File: config.mk
export PLATFORM = sky130hd
export DESIGN_NAME = datapath_mc
export DESIGN_NICKNAME = d
export VERILOG_FILES = /design/src/rtl/datapath_mc.sv
export SDC_FILE = /design/constraint.sdc
export NUM_CORES = 2
export LEC_CHECK = 0
export BUFFER_PORTS_ARGS = -buffer_cell sky130_fd_sc_hd__buf_2
export CAP_MARGIN = 40
export CORE_ASPECT_RATIO = 1.4
export CORE_MARGIN = 3
export CORE_UTILIZATION = 39
export DETAILED_ROUTE_END_ITERATION = 8
export GPL_TIMING_DRIVEN = 0
export HOLD_SLACK_MARGIN = 0.03
export PLACE_DENSITY = 0.54
export REMOVE_ABC_BUFFERS = 1
export SYNTH_ARGS = -nofsm -noshare
export SYNTH_HDL_FRONTEND = slang
export SYNTH_SLANG_ARGS = --single-unit
File: constraint.sdc
create_clock -name clk -period 14.7 [get_ports clk]
set_input_delay 2.94 -clock clk [delete_from_list [all_inputs] [get_ports clk]]
set_output_delay 2.94 -clock clk [all_outputs]
set_load 0.1 [all_outputs]
File: src/rtl/datapath_mc.sv
// datapath_mc: multi-cycle RV32I datapath. The instruction and data memories are
// reached through req/ack handshakes. Decode stays in an external controller, which
// reads opcode/func3/func7 from the latched IR.
//
// state  | meaning
// FETCH  | instr_req high, wait for instr_valid, latch IR and PC+4
// DECODE | read rs1/rs2 into A/B, form PC+imm
// EXEC   | ALU into ALUOut; branches resolve and retire here
// MEM    | dmem_req high until dmem_ack; a load latches MDR, a store retires
// WB     | register-file write, PC update, retire
//
// ALUctl: 0000 AND, 0001 OR, 0010 ADD, 0011 XOR, 0100 SLL, 0101 SRL,
//         0110 SUB, 0111 SLT, 1000 SLTU, 1001 SRA
module datapath_mc #(
  parameter int          ADDR_W   = 8,
  parameter logic [31:0] RESET_PC = 32'h0000_0000
) (
  input  logic              clk,
  input  logic              rst_n,
  output logic              instr_req,
  output logic [ADDR_W-1:0] rom_addr,
  input  logic [31:0]       instr,
  input  logic              instr_valid,
  input  logic              MemtoReg,
  input  logic              ALUSrc,
  input  logic              RegWrite,
  input  logic              MemRead,
  input  logic              MemWrite,
  input  logic              lui,
  input  logic              U_type,
  input  logic              jal,
  input  logic              jalr,
  input  logic              beq,
  input  logic              bne,
  input  logic              blt,
  input  logic              bge,
  input  logic              bltu,
  input  logic              bgeu,
  input  logic [3:0]        ALUctl,
  output logic [6:0]        opcode,
  output logic [2:0]        func3,
  output logic              func7,
  output logic              dmem_req,
  output logic              dmem_we,
  output logic [31:0]       ALU_result,
  output logic [31:0]       Wr_mem_data,
  input  logic [31:0]       Rd_mem_data,
  input  logic              dmem_ack,
  output logic [31:0]       pc_out,
  output logic              retire
);

  localparam logic [2:0] FETCH  = 3'd0;
  localparam logic [2:0] DECODE = 3'd1;
  localparam logic [2:0] EXEC   = 3'd2;
  localparam logic [2:0] MEM    = 3'd3;
  localparam logic [2:0] WB     = 3'd4;

  logic [2:0]  state;
  logic [31:0] pc, ir, a_q, b_q, alu_out, mdr, pc4, pci;
  logic [31:0] rf [0:31];
  logic [31:0] imm, alu_b, alu_y, rs1_val, rs2_val, wb_data;
  logic [4:0]  rs1, rs2, rd;
  logic        zero, lt, is_branch, taken;

  assign rs1 = ir[19:15];
  assign rs2 = ir[24:20];
  assign rd  = ir[11:7];

  assign opcode = ir[6:0];
  assign func3  = ir[14:12];
  assign func7  = ir[30];

  // Requests are held off while reset is asserted, even though the state already reads FETCH.
  assign instr_req   = rst_n && (state == FETCH);
  assign dmem_req    = rst_n && (state == MEM);
  assign dmem_we     = dmem_req && MemWrite;
  assign rom_addr    = pc[ADDR_W+1:2];
  assign pc_out      = pc;
  assign ALU_result  = alu_out;
  assign Wr_mem_data = b_q;

  assign rs1_val = (rs1 == 5'd0) ? 32'd0 : rf[rs1];
  assign rs2_val = (rs2 == 5'd0) ? 32'd0 : rf[rs2];

  // Immediate extraction by instruction format, keyed on the IR opcode.
  always_comb begin
    imm = {{20{ir[31]}}, ir[31:20]};
    case (ir[6:0])
      7'b0100011:             imm = {{20{ir[31]}}, ir[31:25], ir[11:7]};
      7'b1100011:             imm = {{19{ir[31]}}, ir[31], ir[7], ir[30:25], ir[11:8], 1'b0};
      7'b0110111, 7'b0010111: imm = {ir[31:12], 12'd0};
      7'b1101111:             imm = {{11{ir[31]}}, ir[31], ir[19:12], ir[20], ir[30:21], 1'b0};
      default:                ;
    endcase
  end

  // ALU on the A register and either the immediate or the B register.
  always_comb begin
    alu_b = ALUSrc ? imm : b_q;
    alu_y = 32'd0;
    case (ALUctl)
      4'b0000: alu_y = a_q & alu_b;
      4'b0001: alu_y = a_q | alu_b;
      4'b0010: alu_y = a_q + alu_b;
      4'b0011: alu_y = a_q ^ alu_b;
      4'b0100: alu_y = a_q << alu_b[4:0];
      4'b0101: alu_y = a_q >> alu_b[4:0];
      4'b0110: alu_y = a_q - alu_b;
      4'b0111: alu_y = {31'd0, $signed(a_q) < $signed(alu_b)};
      4'b1000: alu_y = {31'd0, a_q < alu_b};
      4'b1001: alu_y = $signed(a_q) >>> alu_b[4:0];
      default: alu_y = 32'd0;
    endcase
  end

  // Branch resolution: SUB drives zero for beq/bne, SLT/SLTU bit 0 drives lt.
  assign zero      = (alu_y == 32'd0);
  assign lt        = alu_y[0];
  assign is_branch = beq | bne | blt | bge | bltu | bgeu;
  assign taken     = (beq & zero) | (bne & ~zero) | ((blt | bltu) & lt) | ((bge | bgeu) & ~lt);

  // Write-back source selection.
  always_comb begin
    wb_data = alu_out;
    if (U_type)            wb_data = lui ? imm : pci;
    else if (jal | jalr)   wb_data = pc4;
    else if (MemtoReg)     wb_data = mdr;
  end

  // Sequencer and architectural/pipeline registers.
  always_ff @(posedge clk) begin
    if (!rst_n) begin
      state   <= FETCH;
      pc      <= RESET_PC;
      ir      <= 32'd0;
      a_q     <= 32'd0;
      b_q     <= 32'd0;
      alu_out <= 32'd0;
      mdr     <= 32'd0;
      pc4     <= 32'd0;
      pci     <= 32'd0;
      retire  <= 1'b0;
    end else begin
      retire <= 1'b0;
      case (state)
        FETCH: begin
          if (instr_valid) begin
            ir    <= instr;
            pc4   <= pc + 32'd4;
            state <= DECODE;
          end
        end
        DECODE: begin
          a_q   <= rs1_val;
          b_q   <= rs2_val;
          pci   <= pc + imm;
          state <= EXEC;
        end
        EXEC: begin
          alu_out <= alu_y;
          if (is_branch) begin
            pc     <= taken ? pci : pc4;
            retire <= 1'b1;
            state  <= FETCH;
          end else if (MemRead | MemWrite) begin
            state <= MEM;
          end else begin
            state <= WB;
          end
        end
        MEM: begin
          if (dmem_ack) begin
            if (MemWrite) begin
              pc     <= pc4;
              retire <= 1'b1;
              state  <= FETCH;
            end else begin
              mdr   <= Rd_mem_data;
              state <= WB;
            end
          end
        end
        WB: begin
          pc     <= jalr ? {alu_out[31:1], 1'b0} : (jal ? pci : pc4);
          retire <= 1'b1;
          state  <= FETCH;
        end
        default: state <= FETCH;
      endcase
    end
  end

  // Register file: written only in WB, x0 never written, contents survive reset.
  always_ff @(posedge clk) begin
    if (rst_n && (state == WB) && RegWrite && (rd != 5'd0))
      rf[rd] <= wb_data;
  end

endmodule
### Word level (Yosys, flattened, before mapping)

Memories as Yosys holds them, arrays and structs flattened. A register that Yosys moved wholly into a read port is not among the register bits.
Index checks and enable logic that the tools add are counted.

| word-level totals | value |
|---|---|
| memories kept | 1 |
| register bits after elaboration | 260 |
| bits in writable memories | 1024 |
| input bits | 87 |
| ROM bits | 0 |
| bits in latches | 0 |

Memory list:

| name | depth | width | read ports | clocked after memory_dff | write ports | RTL line | text |
|---|---|---|---|---|---|---|---|
| rf | 32 | 32 | 2 | 2 | 1 | 61 | `logic [31:0] rf [0:31];` |

| operators by class | value |
|---|---|
| reductions and logical operators | 18 |
| bitwise logic cells | 22 |
| equality and inequality tests | 22 |
| $lt $le $gt $ge | 2 |
| shift operators | 3 |
| $add $sub $neg | 4 |
| divide/modulo/power cells | 0 |
| $mul | 0 |
| multiplexer cells | 32 |

Operators with widths:

| operator | number |
|---|---|
| two-way mux 32 bit | 13 |
| one-hot mux 32 bit (10 select lines) | 1 |
| one-hot mux 31 bit (4 select lines) | 1 |
| one-hot mux 32 bit (3 select lines) | 1 |
| adder 32 bit | 2 |
| less-than comparator 32 bit | 2 |
| adder 32 x 3 -> 32 bit (second input constant) | 1 |
| bitwise AND 32 bit | 1 |
| logical NOT 32 bit | 1 |
| OR 32 bit | 1 |
| << shifter 32 x 5 -> 32 bit | 1 |
| right shift 32 x 5 -> 32 bit | 1 |
| >>> shifter 32 x 5 -> 32 bit | 1 |
| subtractor 32 bit | 1 |
| XOR 32 bit | 1 |
| two-way mux 5 bit | 4 |
| == test 4 x 3 -> 1 bit (second input constant) | 4 |
| two-way mux 3 bit | 5 |
| == test 7 x 6 -> 1 bit (second input constant) | 2 |
| == test 7 bit (second input constant) | 2 |
| OR 1 bit | 12 |
| one-hot mux 3 bit (4 select lines) | 1 |
| logical NOT 5 bit | 2 |
| == test 4 x 2 -> 1 bit (second input constant) | 2 |
| other kinds (20) | 40 |

### Longest topological paths before layout

| depth | value |
|---|---|
| word-level depth | 15 |
| depth in mapped cells | 31 |
| gate-level depth less buffers | 24 |

### Least setup slack after synthesis

Ideal clock, no wire load.

| path | value |
|---|---|
| kind | input port to flip-flop |
| start point | input port ALUSrc |
| end point | register pc[14], in the netlist pc_out[14] |
| setup time | 0.134 ns |
| required time | 14.566 ns |
| cell stages on the path | 27 |
| buffers on the path | 6 |
| slack | 5.954 ns |
| arrival | 8.613 ns |
| path through | buf_1 > nand2_1 > o32ai_1 > a31oi_1 > inv_1 > buf_2 > buf_1 > buf_1 > ha_1 > a21o_1 > a311o_1 > o21bai_1 > a31oi_1 > o41ai_1 > o21bai_1 > a41o_1 > mux2i_1 > o22ai_1 > or3_1 > and4b_1 > and4_1 > and4_1 > mux2i_1 > buf_6 > buf_12 > mux2i_1 > o211ai_1 |

| on the way | value |
|---|---|
| longest elaborated chain between the ends | 12 |
| elaborated cells on any way between the ends | 25 |
| classes of those cells | add/sub (2); order compare (2); shift (3); mux (5); bitwise (12); reduce/logical (1) |

RTL lines:

| element | RTL line | text |
|---|---|---|
| from (decl) | 25 | `input logic ALUSrc,` |
| two-way mux 32 bit (*) | 100 | `alu_b = ALUSrc ? imm : b_q;` |
| subtractor 32 bit, or another cell as far along | 109 | `4'b0110: alu_y = a_q - alu_b;` |
| one-hot mux 32 bit (10 select lines) (*) | 102 | `case (ALUctl)` |
| logical NOT 32 bit | 118 | `assign zero = (alu_y == 32'd0);` |
| inverter 1 bit | 121 | `assign taken = (beq & zero) \| (bne & ~zero) \| ((blt \| bltu) & lt) \| ((bge \| bgeu) & ~lt);` |
| bitwise AND 1 bit | 121 |  |
| OR 1 bit (2 in series) | 121 |  |
| OR 1 bit (*) | 121 |  |
| two-way mux 32 bit (*) | 163 | `pc <= taken ? pci : pc4;` |
| two-way mux 32 bit (*) | 162 | `if (is_branch) begin` |
| one-hot mux 32 bit (3 select lines) (*) | 146 | `case (state)` |
| to (signal assigned) | 163 |  |
| to (signal assigned) | 175 | `pc <= pc4;` |
| to (signal assigned) | 185 | `pc <= jalr ? {alu_out[31:1], 1'b0} : (jal ? pci : pc4);` |
| to (decl) | 60 | `logic [31:0] pc, ir, a_q, b_q, alu_out, mdr, pc4, pci;` |

Every way passes the cells marked *; elsewhere a longest branch is shown, timed or not. The select of a mux whose other input is x is not followed.
A chain may end at the register's enable or synchronous reset.

### Worst setup path after layout

| path | value |
|---|---|
| start point | input port ALUSrc |
| end point | register pc[1], in the netlist pc_out[1] |

The elaborated chain is that of the path after synthesis.

==> impl_metrics.yaml <==
status:
  outcome: "completed"
logic_synthesis:
  synth_top_area_frac: 0.430
  synthDistinctLibCells: 103
  async_flop_share: 0
  syn_inst: 5548
  yosys-top-cells-area: "edfxtp_1 43%, mux4_2 20%, dfxtp_1 7.6%"
  synth_compound_area_frac: 0.109
  synth_top_cell_by_area: "edfxtp_1"
  synth_top_family_by_area: "multiplexers"
  synth-simple-area-share: 0.0852
  ys.flop_type: "edfxtp_1"
  synth_edf_count: 1024
  synthTopCellsByCount: "1024 x edfxtp_1, 642 x mux4_2, 481 x nor2_1"
  synthMuxAreaShare: 0.237
  yosys.cell_count.top_type: "edfxtp_1"
  synth_xor_area_frac: 0.00869
  syn_avg_cell_area_um2: 12.9
  synth_warnings: 0
  synth-adder-area-share: 0.0218
  ys_seq_area_frac: 0.505
  synthesis.area_um2: 71600
  synth-seq-cells: 1294
finish:
  fin_area_um2: 83400
  fin_nets: 5900
  instances_no_fill: 8238
  multiInputGateArea_um2: 33700
  layout-drive-gt1-share: 0.242
  final_core_util: 0.458
  num-fill-cells: 16249
  syn_to_final_growth_pct: 16.6
  seqCellArea_um2: 36200
clock_tree:
  hold_buffers: 0
  cts_root_buffer: "clkbuf_16"
  tritoncts: "built"
  ctsLongestPathBuffers: 3
  cts_max_level: 4
  cts_resized: 0
  cts_setup_buffers: 0
  numCtsBuffers: 132
  clkTransAtPathRegs_ns: 0.06
  clkLatencyLatePin_ns: 0.80
  clock_sinks: 1294
timing:
  rsz0062_at_grt: "false"
  maxClockFrequency_mhz: 91.8
  finalSetupViolCount: 0
  fin_ws_ns: 3.80
  worstMarginPinSlew_ns: 1.04
  relSlewSlack: 0.306
  hold_ws_ns: 0.458
  hold_viol: 0
  finClkSkew_ns: 0.0408
  period_needed_ns: 10.90
  finalSetupTns_ns: 0
  final-max-slew-violation-count: 0
  fin_crit_sh: 0.741
global_route:
  met2_usage: 0.494
  grt_max_degree: 124
  groute.usage.overall: 0.305
  grt_overflow_total: 0
  grt_util_met1: 0.391
  busiest_layer: "met2"
  met3_usage: 0.0567
  grt_pass1_wl_um: 409000
  grt_pass1_vias: 52759
  antenna_found_initial: 13
placement:
  port_buffers: 205
  post_dp_cell_area_um2: 78800
  post-place-ws_ns: 3.18
  place_congestion: 0.987
  dp_hpwl_um: 210000
  place_inst: 7982
power_and_ir_drop:
  p_sw_frac: 0.302
  p_seq_frac: 0.434
  power_frac_clock: 0.365
  leakage_nw: 27.5
  power_density_nw_per_um2: 116
  comb_power_share: 0.201
  vdd_drop_max_v: 0.000110
  intPower_mw: 6.74
  power.switching_mw: 2.92
  finalPower_mw: 9.66
drt:
  drc: 0
  drtAntennaViolNets: 0
  drt_wl_total_um: 292000
  vias: 53528
  first_pass_iters: 8
  drtIter0Drc: 6832
  routedWlPerCell_um: 35.5
  via_per_inst: 6.50
floorplan:
  chipWidth_um: 368
  start_util: 0.393
  coreArea_um2: 182000
  io_pins: 206
  die_y_um: 513
  rows: 185
  dieArea_um2: 189000
flow_run:
  cap_violations: 0
setup_path:
  critPathKind: "input port to flip-flop"
  cp.required_ns: 15.35
  setup.worst_path.start_class: "input port"
  worst-path-max-fanout: 70
  cp.arrival_ns: 11.55
  end_kind: "flip-flop"
worst_hold_path:
  min_path_type: "flip-flop to flip-flop"
==> power by group through the flow <==
stage	Clock, mW	Sequential [mW]	Combinational, mW
after floorplan	0	4.41	1.13
after global routing	3.72	4.20	2.03
after detailed placement	0	4.27	1.91
after global placement	0	4.45	1.94
final	3.53	4.20	1.94
after CTS	3.58	4.20	1.91
==> layout make-up <==
class	instances	area share
flip-flops and latches	1294	0.434
multi-input cells	3699	0.404
repair buffers	428	0.0650
clock buffers	193	0.0456
well taps	2431	0.0365
clock inverters	51	0.00812
inverters	135	0.00623
diodes	7	0.000210
==> cells by family after synthesis <==
logic type	Yosys count
AOI/OAI and AO/OA	1201
xor gates and xnor gates	71
adders and majority gates	124
buffers and inverters	586
DFF	1294
muxes	889
other	1
and+or+nand+nor	1382
==> worst max-delay path: stages <==
cell and delay, ns:
buf_4 0.42, buf_16 0.30, nor2b_1 0.08, a41oi_1 0.29
o21a_4 0.71, inv_4 0.54, ha_1 0.50, a21o_1 0.24
a311o_1 0.39, o21bai_1 0.40, a31oi_1 0.33, o41ai_1 0.62
o31ai_1 0.24, xnor2_1 0.19, o221ai_1 0.13, nor4_1 0.44
buf_2 0.25, nand4_1 0.12, nor4_1 0.40, and4_1 0.31
and4_1 0.28, mux2i_4 0.32, buf_16 0.21, buf_16 0.19
buf_16 0.17, mux2i_1 0.19, o211ai_1 0.10
==> sequential cells by signal, indices dropped and copies added (netlist names), named ones only <==
| name | flops |
|---|---|
| Wr_mem_data | 32 |
| rf | 1024 |
| state | 3 |
| pci | 32 |
| mdr | 32 |
| pc_out | 32 |
| a_q | 32 |
| retire | 1 |
| ir | 32 |
| pc4 | 32 |
| ALU_result | 32 |
==> per-layer routing <==
metal | share of wire | up-vias
li1 | - | 22190
met1 | 0.38 | 27692
met2 | 0.47 | 2986
met3 | 0.084 | 654
met4 | 0.061 | 6
met5 | 0.000089 | -
==> final timing paths <==
kind              cells after the start                     end                 from  slack [ns]
setup / recovery                     27  pc_out[1]$_SDFFE_PN0P_               ALUSrc        3.80
hold / removal                        2     mdr[3]$_SDFFE_PN0P_  mdr[3]$_SDFFE_PN0P_        0.46
setup reg to reg                     25  pc_out[1]$_SDFFE_PN0P_   ir[0]$_SDFFE_PN0P_        5.34
hold reg to reg                       2     mdr[3]$_SDFFE_PN0P_  mdr[3]$_SDFFE_PN0P_        0.46
==> placed cells by master (no fill, tap or decap), drive strengths merged, types with 37 or more instances in the layout <==
cell,count
nor2,482
a211oi,109
nor3,65
nand3,137
clkbuf,194
nand2,474
edfxtp,1024
o211ai,120
inv,140
dfxtp,270
mux2i,236
a31oi,37
a21oi,402
mux4,642
xnor2,46
o21ai,204
buf,426
ha,122
Note: power is estimated with default switching activity, not from simulation.
